<file path="src/rtl/sar_search_pkg.sv">
`default_nettype none
// ============================================================================
//  Module      : sar_search_pkg
//  Description : Shared definitions for the successive-approximation search
//                controller: state encodings and the comparator flag check
//                that every eq/lt/gt compare-interface block can reuse.
//  Revision    : 1.0  initial release
// ============================================================================
package sar_search_pkg;

    // Controller state encoding (2-bit, fixed)
    typedef logic [1:0] state_t;

    localparam state_t S_IDLE   = 2'd0;
    localparam state_t S_TEST   = 2'd1;
    localparam state_t S_VERIFY = 2'd2;
    localparam state_t S_DONE   = 2'd3;

    // Width of the bit-position counter for a W-bit search. A 1-bit search
    // still needs a 1-bit counter so the register never collapses to zero width.
    function automatic int k_width(input int w);
        return (w > 1) ? $clog2(w) : 1;
    endfunction

    // A well-behaved magnitude comparator asserts exactly one of eq/lt/gt.
    // Anything else (none set, or two or more set) is a comparator fault.
    function automatic logic flags_onehot(input logic eq, input logic lt, input logic gt);
        logic r_ok;
        case ({eq, lt, gt})
            3'b100, 3'b010, 3'b001: r_ok = 1'b1;
            default:                r_ok = 1'b0;
        endcase
        return r_ok;
    endfunction

endpackage : sar_search_pkg
`default_nettype wire

</file>
<file path="src/rtl/sar_search_if.sv">
`default_nettype none
// ============================================================================
//  Module      : sar_search_if
//  Description : Handshake and compare-interface bundle between the search
//                controller (master) and its user / comparator (slave).
//  Revision    : 1.0  initial release
// ============================================================================
interface sar_search_if #(
    parameter int W = 4
) ();

    logic         start;
    logic         cmp_eq;
    logic         cmp_lt;
    logic         cmp_gt;
    logic [W-1:0] trial;
    logic         busy;
    logic         done;
    logic [W-1:0] result;
    logic         found;
    logic         err;

    // Controller side: drives the trial value and reports status
    modport master (
        input  start,
        input  cmp_eq,
        input  cmp_lt,
        input  cmp_gt,
        output trial,
        output busy,
        output done,
        output result,
        output found,
        output err
    );

    // Requester / comparator side
    modport slave (
        output start,
        output cmp_eq,
        output cmp_lt,
        output cmp_gt,
        input  trial,
        input  busy,
        input  done,
        input  result,
        input  found,
        input  err
    );

endinterface : sar_search_if
`default_nettype wire

</file>
<file path="src/rtl/sar_search.sv">
`default_nettype none
// ============================================================================
//  Module      : sar_search
//  Description : MSB-first binary search against an external combinational
//                magnitude comparator. Recovers the comparator's x operand by
//                driving trial values and reading back eq/lt/gt; exits early
//                on eq and flags non-one-hot comparator responses.
//  Revision    : 1.0  initial release
// ============================================================================
module sar_search
    import sar_search_pkg::*;
#(
    parameter int W = 4
) (
    input  wire logic      clk,
    input  wire logic      rst_n,
    sar_search_if.master   bus
);

    localparam int           KW     = k_width(W);
    localparam logic [KW-1:0] C_KMAX = KW'(W - 1);
    localparam logic [KW-1:0] C_KONE = KW'(1);
    localparam logic [W-1:0]  C_TOP  = W'(1) << (W - 1);

    state_t        r_state;
    state_t        w_next_state;
    logic [W-1:0]  r_trial;
    logic [KW-1:0] r_k;
    logic [W-1:0]  r_result;
    logic          r_found;
    logic          r_err;

    logic          w_onehot;
    logic [W-1:0]  w_trial_kept;
    logic [W-1:0]  w_trial_next;
    logic          w_busy;
    logic          w_done;

    assign w_onehot = flags_onehot(bus.cmp_eq, bus.cmp_lt, bus.cmp_gt);

    // Resolve the current bit from the comparator, then arm the next lower bit
    always_comb begin
        w_trial_kept = r_trial;
        if (bus.cmp_lt) begin
            w_trial_kept[r_k] = 1'b0;
        end
        w_trial_next = w_trial_kept;
        if (r_k != '0) begin
            w_trial_next[r_k - C_KONE] = 1'b1;
        end
    end

    // State register
    always_ff @(posedge clk or negedge rst_n) begin
        if (!rst_n) begin
            r_state <= S_IDLE;
        end else begin
            r_state <= w_next_state;
        end
    end

    // Next-state decode; start is only honoured in IDLE
    always_comb begin
        w_next_state = r_state;
        case (r_state)
            S_IDLE: begin
                if (bus.start) begin
                    w_next_state = S_TEST;
                end
            end
            S_TEST: begin
                if (!w_onehot || bus.cmp_eq) begin
                    w_next_state = S_DONE;
                end else if (r_k == '0) begin
                    w_next_state = S_VERIFY;
                end
            end
            S_VERIFY: begin
                w_next_state = S_DONE;
            end
            S_DONE: begin
                w_next_state = S_IDLE;
            end
            default: begin
                w_next_state = S_IDLE;
            end
        endcase
    end

    // Status outputs decoded from state; busy and done are mutually exclusive
    always_comb begin
        w_busy = 1'b0;
        w_done = 1'b0;
        case (r_state)
            S_TEST, S_VERIFY: w_busy = 1'b1;
            S_DONE:           w_done = 1'b1;
            default: begin
                w_busy = 1'b0;
                w_done = 1'b0;
            end
        endcase
    end

    // Search datapath: trial, bit pointer and the held result/flags
    always_ff @(posedge clk or negedge rst_n) begin
        if (!rst_n) begin
            r_trial  <= '0;
            r_k      <= C_KMAX;
            r_result <= '0;
            r_found  <= 1'b0;
            r_err    <= 1'b0;
        end else begin
            case (r_state)
                S_IDLE: begin
                    if (bus.start) begin
                        r_trial <= C_TOP;
                        r_k     <= C_KMAX;
                        r_found <= 1'b0;
                        r_err   <= 1'b0;
                    end else begin
                        r_trial <= '0;
                    end
                end
                S_TEST: begin
                    if (!w_onehot) begin
                        r_err    <= 1'b1;
                        r_found  <= 1'b0;
                        r_result <= r_trial;
                    end else if (bus.cmp_eq) begin
                        r_found  <= 1'b1;
                        r_result <= r_trial;
                    end else if (r_k != '0) begin
                        r_trial <= w_trial_next;
                        r_k     <= r_k - C_KONE;
                    end else begin
                        r_trial <= w_trial_kept;
                    end
                end
                S_VERIFY: begin
                    // Final trial has every bit resolved; one compare confirms it
                    if (w_onehot) begin
                        r_found  <= bus.cmp_eq;
                        r_result <= r_trial;
                    end else begin
                        r_err   <= 1'b1;
                        r_found <= 1'b0;
                    end
                end
                S_DONE: begin
                    r_trial <= '0;
                end
                default: begin
                    r_trial <= '0;
                end
            endcase
        end
    end

    assign bus.trial  = r_trial;
    assign bus.busy   = w_busy;
    assign bus.done   = w_done;
    assign bus.result = r_result;
    assign bus.found  = r_found;
    assign bus.err    = r_err;

endmodule : sar_search
`default_nettype wire
</file>
<file path="src/flat_wrapper.sv">
// flat-port wrapper written by rule: the top's interface ports become plain ports
module sar_search_flat import sar_search_pkg::*;
#(
    parameter int W = 4
)
  (clk, rst_n, bus_start, bus_cmp_eq, bus_cmp_lt, bus_cmp_gt, bus_trial, bus_busy, bus_done, bus_result, bus_found, bus_err);
  sar_search_if #(.W(W)) bus_i ();
  input  wire logic clk;
  input  wire logic rst_n;
  input wire logic [$bits(bus_i.start)-1:0] bus_start;
  input wire logic [$bits(bus_i.cmp_eq)-1:0] bus_cmp_eq;
  input wire logic [$bits(bus_i.cmp_lt)-1:0] bus_cmp_lt;
  input wire logic [$bits(bus_i.cmp_gt)-1:0] bus_cmp_gt;
  output wire logic [$bits(bus_i.trial)-1:0] bus_trial;
  output wire logic [$bits(bus_i.busy)-1:0] bus_busy;
  output wire logic [$bits(bus_i.done)-1:0] bus_done;
  output wire logic [$bits(bus_i.result)-1:0] bus_result;
  output wire logic [$bits(bus_i.found)-1:0] bus_found;
  output wire logic [$bits(bus_i.err)-1:0] bus_err;
  assign bus_i.start = bus_start;
  assign bus_i.cmp_eq = bus_cmp_eq;
  assign bus_i.cmp_lt = bus_cmp_lt;
  assign bus_i.cmp_gt = bus_cmp_gt;
  assign bus_trial = bus_i.trial;
  assign bus_busy = bus_i.busy;
  assign bus_done = bus_i.done;
  assign bus_result = bus_i.result;
  assign bus_found = bus_i.found;
  assign bus_err = bus_i.err;
  sar_search #(.W(W)) u_core (.clk(clk), .rst_n(rst_n), .bus(bus_i));
endmodule
</file>
<file path="config.mk">
export PLATFORM = sky130hd
export DESIGN_NAME = sar_search_flat
export DESIGN_NICKNAME = d
export VERILOG_FILES = /design/src/rtl/sar_search_pkg.sv /design/src/rtl/sar_search_if.sv /design/src/rtl/sar_search.sv /design/src/flat_wrapper.sv
export SDC_FILE = /design/constraint.sdc
export NUM_CORES = 1
export LEC_CHECK = 0
export CAP_MARGIN = 10
export CORE_UTILIZATION = 40
export CTS_BUF_LIST = sky130_fd_sc_hd__clkbuf_8
export DETAILED_ROUTE_END_ITERATION = 10
export PLACE_DENSITY = 0.7
export SLEW_MARGIN = 20
export SYNTH_ARGS = -nofsm -noshare
export SYNTH_HDL_FRONTEND = slang
export SYNTH_SLANG_ARGS = --single-unit
</file>
<file path="constraint.sdc">
create_clock -name clk -period 2 [get_ports clk]
set_clock_uncertainty 0.1 [all_clocks]
set_input_delay 0.6 -clock clk [delete_from_list [all_inputs] [get_ports clk]]
set_output_delay 0.6 -clock clk [all_outputs]
set_load 0.01 [all_outputs]
</file>
# Word level (Yosys, flattened, before mapping)
# Index checks and enable logic that the tools add are counted.
# op_classes
bitwise,3
n_eq_ne,14
n_addsub,1
n_reduce_logical,20
muxes,33
n_lt_le_gt_ge,4
# ops
cell,n
$mux 4,8
$mux 2,7
$pmux 4 s3,1
$reduce_and 3->1,4
$mux 1,10
$pmux 2 s4,1
$pmux 4 s2,1
$reduce_bool 2->1,4
$lt 2x3->1 const B,2
$ne 2x1->1 const B,3
$ne 2x2->1 const B,3
$reduce_bool 3->1,2
$reduce_and 5->1,1
$and 4x4->4,1
$demux 1 s2,2
$eq 2x2->1 const B,2
$ge 2x1->1 const B,2
$logic_not 2->1,2
$not 4->4,1
$or 4x4->4,1
$pmux 2 s2,1
$eq 3x1->1 const B,1
$eq 3x2->1 const B,1
$eq 3x3->1 const B,1
other kinds (12),13
# totals
output_inout_bits,12
input_bits,6
register_bits,14
word_cells,81

# Longest topological paths before layout
# depth
ltp_word,12
mapped_depth,8
depth_no_buf,6

# Worst setup path before layout
# No wires, ideal clock.
# synth_timing
kind,input to register
startpoint,in bus_cmp_gt
endpoint,"reg u_core.r_result[0], in the netlist u_core.bus.result[0]"
t_arrival_ps,1638
setup_time_ps,125
setup_slack_ps,137
path_stages,6
path_cell_list,buf_4 xnor2_1 a31oi_1 and3_1 buf_6 mux2_4
# synth_via
elab_chain_cells,5
word_cells_on_any_way,10
# synth_rtl
item,line_no,text
from (decl),flat_wrapper.sv:13,input wire logic [$bits(bus_i.cmp_gt)-1:0] bus_cmp_gt;
$eq 3x3->1 (tied with other cells),sar_search_pkg.sv:29,"case ({eq, lt, gt})"
$reduce_or 3->1 (*),sar_search_pkg.sv:29,
$mux 1 (*),sar_search_pkg.sv:29,
$ne 3x3->1 (no line) (tied with other cells),n/a,
$reduce_and 3->1 (no line) / $pmux 4 s2 (equally long branches),n/a,
to (signal assigned),sar_search.sv:128,r_result <= r_trial;
to (signal assigned),sar_search.sv:131,r_result <= r_trial;
to (signal assigned),sar_search.sv:143,r_result <= r_trial;
to (decl),sar_search.sv:29,logic [W-1:0] r_result;
# Every way passes the cells marked *; elsewhere a longest branch is shown, timed or not.
# A chain may end at the register's enable or synchronous reset.

# Worst setup path in the final report
# layout_timing
startpoint,reg u_core.r_state[0]
endpoint,out bus_done
# layout_via
elab_chain_cells,2
# layout_rtl
item,line_no,text
from (decl),sar_search.sv:25,state_t r_state;
from (signal assigned),sar_search.sv:58,r_state <= w_next_state;
$eq 2x2->1,sar_search.sv:94,case (r_state)
$mux 1,sar_search.sv:94,
to (decl),flat_wrapper.sv:16,output wire logic [$bits(bus_i.done)-1:0] bus_done;
# Every way passes these cells.

==> impl_metrics.csv <==
group,metric,value,unit
placed_design,portBuffers,17,
min_path,hold_path_class,"reg2reg",
synthesis,synth_area_leaders,"dfrtp_1, ha_1, mux2_4",
synthesis,synth_area,973,sq um
die,num_io_pins,18,
global_route,grt_pass1_wl,3640,um
worst_setup_path,cp-start-kind,"register",
power,totalPowerFinal,0.00176,W
synthesis,ys_seq_area_frac,0.362,
sta,hold_violations,0,
clock_network,cts_tree,"done",
synthesis,synth-edff-count,0,
worst_setup_path,setup.worst_path.end_class,"primary output",
synthesis,ys_ff_latch,14,
synthesis,ys.flop_type,"dfrtp_1",
sta,hold_ws,0.402,ns
sta,min_period_over_period,0.968,
clock_network,post_cts_buffers,0,
global_route,grt_pass1_vias,837,
clock_network,clock_latency,0.25,ns
worst_setup_path,worst-path-buf-inv,2,
clock_network,numCtsBuffers,3,
finish,layout_commonest_cell,"buf_4",
die,fp.dieH,51.3,um
synthesis,synthCells,96,
sta,min_period,1.94,ns
outcome,status,"finished clean",
worst_setup_path,slowest_delay,0.39,ns
global_route,antenna_found_initial,0,
clock_network,clock_path_buffers,2,
synthesis,async_reset_ff_frac,1.00,
synthesis,yosysTopAreaCell,"dfrtp_1",
detailed_routing,drc,0,
synthesis,syn-num-nets,112,
detailed_routing,wire_per_inst,13.6,um
power,power.leakage,0.647,nW
sta,rsz0062_at_grt,"no",
power,power_density,1290,nW/um^2
die,die_x,51.3,um
detailed_routing,routed_wl,2170,um
detailed_routing,drt_iter0_markers,14,
synthesis,synth_area_per_cell,10.1,sq um
worst_setup_path,cpMaxStageDelayCell,"dfrtp_1",
synthesis,ys_types,36,
placed_design,gp_congestion,0.847,
sta,tightest_slew,0.352,ns
placed_design,hpwl,1690,um
global_route,grt_use_total,0.185,
sta,fmax,0.517,GHz
die,start_util,0.432,
clock_network,path_clk_slew,0.06,ns
clock_network,ctsHoldBuffers,0,
finish,n_antenna_cell,0,
die,core.rowCount,17,
synthesis,synth_top_area_frac,0.308,
worst_setup_path,worstPathArrival,1.24,ns
global_route,gr-total-overflow,0,
die,die_area,2630,sq um
worst_setup_path,crit_family,"flip-flops",
finish,final_cell_mix,"buf_4, clkdlybuf4s50_1, dfrtp_1, ha_1",
detailed_routing,route.antenna.remaining_nets,0,
detailed_routing,vias,842,
clock_network,htreeDepth,1,
detailed_routing,via_per_inst,5.30,
worst_setup_path,cp_cell_sequence,"buf_4, ha_1, clkdlybuf4s15_1",
sta,maxSlewHeadroom,0.766,
die,design.core.area,2250,sq um
worst_setup_path,crit_type,"reg2out",
worst_setup_path,path_max_fanout,6,
run,cap_violations,0,
finish,area_growth,40.4,%
global_route,grt_max_degree,15,
power,peakVddDrop,0.000808,V
synthesis,synth_warnings,0,
sta,setup_viol,0,
clock_network,root_buffer,"clkbuf_8",
finish,drive_above_1_share,0.305,
sta,slew_viol_final,0,
detailed_routing,dr.pass1.iters,4,
finish,fin_nets,148,
worst_setup_path,cp_data_required_time,1.30,ns
clock_network,clock-sinks,14,
[what timing repair did]
action                     4_1_cts  5_1_grt
pin swaps                        3        2
gates resized for setup          7        9
setup endpoints to repair        9       11
cloned                           0        0
[cell families after synthesis]
kind of cell,Yosys count,synth area share
muxes,6,0.0835
xor gates and xnor gates,2,0.0373
DFF,14,0.362
adders and majority gates,10,0.129
AOI/OAI and AO/OA,24,0.172
and+or+nand+nor,29,0.153
buffers and inverters,11,0.0630
[Yosys cell counts, types with 2 or more instances]
library cell	n
buf_6	2
ha_1	10
a21oi_1	3
nand3_1	3
o22a_1	2
inv_1	7
a31o_2	3
nor2_1	7
a31oi_1	4
dfstp_2	2
dfrtp_1	12
o21ai_0	5
nor3_1	2
o211ai_1	2
mux2_4	4
nand2_1	6
nand2b_1	3
[where the power goes]
part	switching, W	internal (W)
sequential	0.0000681	0.000381
clock	0.0000995	0.000136
combinational	0.000497	0.000575
total	0.000665	0.00109
[registers in the layout, indices dropped and copies added (netlist names)]
register and count:
u_core.r_state 2, u_core.bus.err 1, u_core.bus.result 4, u_core.r_k 2, u_core.bus.trial 4, u_core.bus.found 1
[cell type report]
type                            instances  area, sq um
Clock buffer                            3         41.3
Multi-Input combinational cell         71          597
Clock inverter                          1         3.75
Sequential cell                        14          353
Timing Repair Buffer                   35          310
Inverter                                7         26.3
Tap cell                               28         35.0
Fill cell                             210          888
[worst paths after layout]
path                                         to              start  cells after the start  slack (ns)
min reg2reg                      u_core.bus.err     u_core.bus.err                      1        0.40
min                              u_core.bus.err     u_core.bus.err                      1        0.40
max                                    bus_done  u_core.r_state[0]                      3        0.06
max reg2reg                       u_core.r_k[1]      u_core.r_k[0]                      6        0.13
max in group asynchronous         u_core.r_k[0]              rst_n                      2        0.99
min in group asynchronous  u_core.bus.result[2]              rst_n                      2        0.56
[stage by stage]
stage	cell area, sq um	setup slack (ns)	setup TNS (ns)	cells	utilization
after floorplan	973	0.137	0	96	-
after global placement	1280	-0.339	-2.92	155	0.567
after detailed placement	1280	-0.401	-3.45	155	0.567
after CTS	1330	0.00203	0	159	0.589
after global routing	1370	0.0259	0	159	0.606
final	1370	0.0643	0	159	0.606
[routing by layer]
layer  track usage  routed length [um]  vias to the layer above
met5             0                   0                        -
met4        0.0495                  16                        0
met3        0.0268                  94                        3
met2         0.340                1110                       28
met1         0.222                 952                      399
li1              -                   -                      412
No activity file was read; power rests on OpenSTA's default activity.
